### src/rtl/uart_tx_fifo.sv
// First-word-fall-through byte FIFO from the CPU store path to the UART transmitter.
// Define UART_TX_FIFO_STATS_EN to build the sticky overflow flag and dropped-write counter.
module uart_tx_fifo #(
  parameter  int DEPTH = 8,
  parameter  int WIDTH = 8,
  localparam int CNT_W = $clog2(DEPTH) + 1
) (
  input  logic             clk,
  input  logic             rst,
  input  logic             flush,
  input  logic             wr_en,
  input  logic [WIDTH-1:0] wr_data,
  output logic             cpu_ready,
  output logic             full,
  output logic             empty,
  output logic [CNT_W-1:0] count,
  output logic [WIDTH-1:0] tx_data,
  output logic             tx_valid,
  input  logic             tx_ready,
  output logic             ovf_sticky,
  output logic [15:0]      ovf_count
);

  localparam int PTR_W = $clog2(DEPTH);

  logic [WIDTH-1:0] mem [DEPTH];
  logic [PTR_W-1:0] rd_ptr_reg, wr_ptr_reg;
  logic [CNT_W-1:0] count_reg, count_next;
  logic             push, pop;

  // Flags come only from the registered count, so wr_en/tx_ready never reach them.
  assign full      = (count_reg == CNT_W'(DEPTH));
  assign empty     = (count_reg == '0);
  assign count     = count_reg;
  assign cpu_ready = ~full;
  assign tx_valid  = ~empty;
  assign tx_data   = mem[rd_ptr_reg];

  // A pop in the same cycle does not make room for a write against a full FIFO.
  assign push = wr_en & ~full;
  assign pop  = tx_valid & tx_ready;

  always_comb begin
    count_next = count_reg;
    case ({push, pop})
      2'b10:   count_next = count_reg + CNT_W'(1);
      2'b01:   count_next = count_reg - CNT_W'(1);
      default: count_next = count_reg;
    endcase
  end

  always_ff @(posedge clk) begin
    if (rst || flush) begin
      rd_ptr_reg <= '0;
      wr_ptr_reg <= '0;
      count_reg  <= '0;
    end else begin
      if (push) wr_ptr_reg <= wr_ptr_reg + PTR_W'(1);
      if (pop)  rd_ptr_reg <= rd_ptr_reg + PTR_W'(1);
      count_reg <= count_next;
    end
  end

  // Storage is left unreset; stale entries are unreachable once the pointers clear.
  always_ff @(posedge clk) begin
    if (push) mem[wr_ptr_reg] <= wr_data;
  end

`ifdef UART_TX_FIFO_STATS_EN
  logic        ovf_sticky_reg;
  logic [15:0] ovf_count_reg;
  logic        drop;

  assign drop = wr_en & full;

  // Survives flush so software can still see drops that preceded it.
  always_ff @(posedge clk) begin
    if (rst) begin
      ovf_sticky_reg <= 1'b0;
      ovf_count_reg  <= '0;
    end else if (drop) begin
      ovf_sticky_reg <= 1'b1;
      if (ovf_count_reg != 16'hFFFF) ovf_count_reg <= ovf_count_reg + 16'd1;
    end
  end

  assign ovf_sticky = ovf_sticky_reg;
  assign ovf_count  = ovf_count_reg;
`else
  assign ovf_sticky = 1'b0;
  assign ovf_count  = 16'h0000;
`endif

endmodule
### config.mk
export PLATFORM = sky130hd
export DESIGN_NAME = uart_tx_fifo
export DESIGN_NICKNAME = d
export VERILOG_FILES = /design/src/rtl/uart_tx_fifo.sv
export SDC_FILE = /design/constraint.sdc
export NUM_CORES = 1
export LEC_CHECK = 0
export BUFFER_PORTS_ARGS = -buffer_cell sky130_fd_sc_hd__buf_2
export CELL_PAD_IN_SITES_DETAIL_PLACEMENT = 1
export CELL_PAD_IN_SITES_GLOBAL_PLACEMENT = 1
export CORE_ASPECT_RATIO = 1.75
export CORE_MARGIN = 2
export CORE_UTILIZATION = 45
export CTS_BUF_LIST = sky130_fd_sc_hd__clkbuf_4 sky130_fd_sc_hd__clkbuf_8
export DETAILED_ROUTE_END_ITERATION = 10
export PLACE_DENSITY = 0.84
export REMOVE_ABC_BUFFERS = 1
export SKIP_LAST_GASP = 1
export SLEW_MARGIN = 10
export SYNTH_ARGS = -nofsm -noshare
export SYNTH_HDL_FRONTEND = slang
export SYNTH_SLANG_ARGS = --single-unit
### constraint.sdc
create_clock -name clk -period 6.37 [get_ports clk]
set_clock_uncertainty 0.15 [all_clocks]
set_input_delay 0.9555 -clock clk [delete_from_list [all_inputs] [get_ports clk]]
set_output_delay 0.9555 -clock clk [all_outputs]
set_load 0.02 [all_outputs]
== Word-level counts from Yosys, hierarchy flattened ==
Memory sizes are Yosys's and may differ from the RTL's. A register that Yosys moved wholly into a read port is not among the register bits.
Cells that the tools add are included.
Cells by class
  mux-type cells: 5
  bitwise gates (word level): 4
  reductions and logical operators: 3
  $add $sub $neg: 4
  equal/unequal tests: 3
Operators by type and width (count)
  4-bit case mux with 2 select lines: 1
  3-bit by 1-bit adder with 3-bit output, second input constant: 2
  3-bit 2-to-1 mux: 2
  4-bit by 1-bit adder with 4-bit output, second input constant: 1
  4-bit equality test, second input constant: 1
  4-bit logical NOT: 1
  4-bit by 1-bit subtractor with 4-bit output, second input constant: 1
  1-bit AND: 2
  2-bit by 1-bit equality test with 1-bit output, second input constant: 1
  2-bit equality test, second input constant: 1
  1-bit 2-to-1 mux: 2
  1-bit NOT: 2
  2-bit nonzero test: 1
  1-bit logical OR: 1
Word-level totals
  memories kept: 1
  memory bits (writable): 64
  register bits after elaboration: 10
  input bits: 13
  logic and storage cells: 23
Memories
  mem: depth 8, bits a word 8, read ports 1, clocked after memory_dff 1, wr ports 1, RTL line 26  | logic [WIDTH-1:0] mem [DEPTH];

== Depth between registers and ports, before layout ==
  depth in word-level cells: 5
  mapped depth: 11

== Worst setup path before layout ==
Ideal clock, no wire load.
  kind: register -> register
  from: register count_reg[1] (netlist: count[1])
  to: register count_reg[2] (netlist: count[2])
  stages on the path, launching flop included: 12
  setup slack: 3.663 ns
  required time: 6.149 ns
  library setup time: 0.071 ns
  path buffers: 1
  period minus slack after synthesis: 2.707 ns
  arrival: 2.487 ns
  path through: dfxtp_1 or4_1 buf_2 nand2_2 inv_1 ha_1 xor2_1 ha_1 a21oi_1 xor2_1 or3_1 a21oi_1
Between the ends
  cells in the longest elaborated chain, start to end: 5
Ends and longest elaborated chain
  start: declaration: RTL line 28  | logic [CNT_W-1:0] count_reg, count_next;
  start signal: assignment: RTL line 60  | count_reg <= count_next;
  4-bit logical NOT (*): RTL line 33  | assign empty = (count_reg == '0);
  1-bit NOT (*): RTL line 36  | assign tx_valid = ~empty;
  named net tx_valid: RTL line 18  | output logic tx_valid,
  1-bit AND (*): RTL line 41  | assign pop = tx_valid & tx_ready;
  named net pop: RTL line 29  | logic push, pop;
  2-bit by 1-bit equality test with 1-bit output / 2-bit equality test (equally long branches): RTL line 45  | case ({push, pop})
  4-bit case mux with 2 select lines / 2-bit nonzero test (equally long branches)
The timed path passes the listed nets; every way through them passes the cells marked *.
A chain may end at the register's enable or synchronous reset.

==> results.md <==
Run status:
- The flow ran to the end, and the final reports show no timing, DRC or antenna violations.

Placement:
- The congestion estimate from routability-driven global placement came to ~0.73.
- Timing analysis after detailed placement gives a worst setup slack of roughly 3.2 ns.
- The detailed placement HPWL is approximately 3700 microns.
- The number of buffers added on ports is 28.

Critical path:
- The critical path class is register to primary output.
- The number of cells on the worst reg-to-reg path is 10.
- The worst setup path is launched from a register.
- In this run the critical register-to-register path is launched from count[1].
- Of all nets on the critical path, the largest fanout is 16.
- The critical path data required time is between 5 and 6 ns.
- The endpoint class of the critical path is a primary output.
- The destination of the worst register-to-register timing path is count[2].
- The cell with the biggest individual delay on the critical path is sky130_fd_sc_hd__dfxtp_1.
- Walking the worst path, the cells encountered are mux4_1 -> mux2_2 -> buf_2.
- Data on the critical path arrives at its endpoint at approximately 2.3 ns.
- The flop-to-flop setup slack is 3.57 ns.
- The largest single stage delay on the critical path is ~0.90 ns.

Min path:
- The worst hold path begins at rd_ptr_reg[1].
- The worst hold path terminates at rd_ptr_reg[1].
- The number of instances on the worst hold path is 2.
- The type of the tightest min-delay check is register to register.

Synth:
- Of the post-synthesis cell area, the dominant cell type holds about three fifths.
- After synthesis, the share of cell area in mux cells is between 10% and 20%.
- The dominant combinational cell family by area after synthesis is multiplexers.
- The post-synthesis cell type with the largest combined area is sky130_fd_sc_hd__edfxtp_1.
- The number of warnings issued by yosys is 0.
- The arithmetic-cell share of the synthesized area counting full adders, half adders and majority gates is ~1.9%.
- The number of different library cells in the post-synthesis netlist is 33.
- The synthesized netlist occupies a cell area of about 0.0033 sq mm.
- For this run, the leading register cell type out of synthesis is sky130_fd_sc_hd__edfxtp_1.
- In the synthesized netlist, the number of instances is approximately 190.
- The number of enable flip-flop cells after synthesis is 64.
- The number of synthesized register bits is 77.
- The share of synthesized flip-flops with an asynchronous set or reset is 0%.
- The post-synthesis share of cell area spent on and, or, nand and nor gates is roughly 6.3%.
- The synthesized netlist devotes under 10% of its cell area to XOR and XNOR gates.
- Yosys attributes the largest share of cell area to sky130_fd_sc_hd__edfxtp_1 58%, sky130_fd_sc_hd__mux4_1 13%, sky130_fd_sc_hd__dfxtp_1 7.9%, sky130_fd_sc_hd__buf_4 3.9%, sky130_fd_sc_hd__mux2_2 2.7%.
- The average instance area after synthesis is ~17 sq um.
- The portion of the post-synthesis area used by sequential elements is 66.2%.
- The synthesized netlist devotes under 10% of its cell area to compound gates.

Clock tree:
- The clock drives 77 sinks.
- The source-to-sink clock delay at the later pin of the worst-skew pair is ~0.34 ns.
- The root buffer cell chosen for the clock tree is sky130_fd_sc_hd__clkbuf_8.
- The maximum count of clock buffers along a single path is 2.
- The number of setup buffers added after CTS is 0.
- The number of levels in the clock H-tree is 3.
- The clock slew seen by the registers of the worst setup and hold paths is about 0.070 ns.
- The number of buffers inserted by hold repair at cts is 0.
- The TritonCTS clock tree is yes.
- The total of cells resized after clock tree synthesis is 0.
- The CTS buffer count is 9.

Timing:
- The worst path uses between 50 and 60% of the clock period.
- Setup total negative slack on the finished layout was measured at 0 ns.
- For the finished layout, the period the worst path requires is 3.44 ns.
- Setup violations remaining at the end of the flow were counted as 0.
- The number of pins exceeding their max-slew limit in the final report is 0.
- The headroom to the max-slew limit is 35.3%.
- The total count of hold-check failures in the final report is 0.
- The maximum clock frequency is 291 MHz.
- The final worst setup slack is 2.93 ns.
- Setup repair after global routing left no endpoint under its margin.
- At the pin with the least slew margin, the transition time is a little under 1 ns.

Floorplan:
- The floorplan die height is ~120 microns.
- The starting density of the core is between 40% and 50%.
- After floorplanning, the core was divided into 41 placement rows.
- The overall die width is a little under 70 microns.
- between 40 and 50 I/O pins were placed.
- The floorplan step defined a die boundary enclosing approximately 0.008 sq mm.
- The core area is between 0.007 and 0.008 sq mm.

Route:
- Across all layers, the routed design uses 1642 vias.
- The iteration count of the initial detailed-routing pass is 3.
- After detailed routing, the average wire length per cell comes to 17.6 microns.
- For this block, the routed nets add up to around 5500 microns of wire.
- In the routed design, unresolved DRC markers number 0.
- In this run, the number of DRC markers left after iteration 0 of detailed routing was 84.
- Once detail routing completed, the nets flagged for antenna violations numbered 0.
- The via density per instance is approximately 5.2.

Final layout:
- The flip-flop count of the largest register, all copies and words added is 64.
- Of the cells placed in the final design, the portion with a size suffix greater than 1 is between 20% and 30%.
- In the final design database the tool counted 241 nets.
- The top cell types in the final layout, fill and taps aside, are 64 x sky130_fd_sc_hd__edfxtp_1, 28 x sky130_fd_sc_hd__buf_2, 17 x sky130_fd_sc_hd__conb_1.
- The number of fill cells in the layout is roughly 700.
- From synthesis to final layout, the design area changed by 9.99%.
- In the final layout, flip-flops and latches occupy about 0.0022 sq mm.
- The antenna cell count is 0.
- The most common cell after layout, fill and taps aside is sky130_fd_sc_hd__edfxtp_1.
- The area occupied by multi-input gates is 972 sq um.

Power and ir drop:
- The static leakage power is 1.30 nW.
- VDD sags by at most roughly 0.00013 V.
- The areal power density over the cells is about 270 mW/mm^2.

Global route:
- Global routing finished with a remaining overflow of 0.
- The total global-route track usage is 15.8%.
- The number of global-route vias before repair is around 1700.
- The pin count of the biggest net entering global routing is 17.
- The initial antenna violation count was 0.
- The wire length of the first global-routing pass is 8790 microns.

Run:
- The total of max-cap violations is 0.
-- synth_stat cells (all sizes together), types with 2 or more instances --
| master | number |
|---|---|
| or2 | 2 |
| clkbuf | 3 |
| buf | 23 |
| mux2i | 2 |
| nor3 | 2 |
| a21oi | 7 |
| mux2 | 8 |
| nand2 | 7 |
| or3 | 2 |
| inv | 3 |
| ha | 5 |
| nor2b | 2 |
| dfxtp | 13 |
| mux4 | 16 |
| xor2 | 6 |
| nand2b | 2 |
| edfxtp | 64 |
| nor2 | 13 |
| nand3 | 5 |
-- critical path, delay by kind of cell, from the launching register on --
kind	cells	cell delay [ns]
buffers and inverters	1	0.16
flip-flops	1	0.90
multiplexers	2	0.94
-- area by class of cell --
| class | instances | area share [%] |
|---|---|---|
| clock buffer | 10 | 3.63 |
| clock inverter | 6 | 1.76 |
| inverter | 3 | 0.311 |
| multi-input combinational | 102 | 26.8 |
| sequential | 77 | 60.2 |
| tap | 86 | 2.97 |
| timing repair buffer | 30 | 4.28 |
-- worst max path at each step --
stage               slack, ns          to  depth (start not counted)
floorplan                3.58    count[2]                         10
global placement         3.27  tx_data[1]                          3
detailed placement       3.24  tx_data[3]                          3
CTS                      2.84  tx_data[3]                          3
global route             2.82  tx_data[1]                          3
finish                   2.93  tx_data[1]                          3
-- cells by family (layout without fill, tap and decap cells) --
logic type,count (synthesis),after routing
and+or+nand+nor,39,39
AOI/OAI and AO/OA,9,9
xor gates and xnor gates,6,6
buffers and inverters,29,49
muxes,26,26
adders and majority gates,5,5
DFF,77,77
other,1,17
-- per-stage QoR --
stage	hold slack [ns]	total power, mW	area [sq um]	util [%]	std cells
finish	0.348	0.975	3620	50.8	314
detailed placement	0.341	0.634	3430	48.1	298
global route	0.388	1.01	3620	50.8	314
CTS	0.351	0.984	3620	50.8	314
global placement	0.321	0.632	3430	48.1	298
floorplan	0.304	0.611	3170	-	182
-- layer usage --
layer / track usage (%) / vias up / wire length, microns / share of wire [%]
li1: - / 769 / - / -
met1: 18.6 / 813 / 2270 / 41
met2: 26.4 / 48 / 2870 / 52
met3: 3.63 / 12 / 210 / 3.8
met4: 8.27 / 0 / 159 / 2.9
met5: 0 / - / 0 / 0
-- where the power goes --
group | switching, mW | internal [mW]
logic | 0.0423 | 0.0240
registers | 0.00513 | 0.551
clock network | 0.167 | 0.184
No activity file was read; power rests on OpenSTA's default activity.
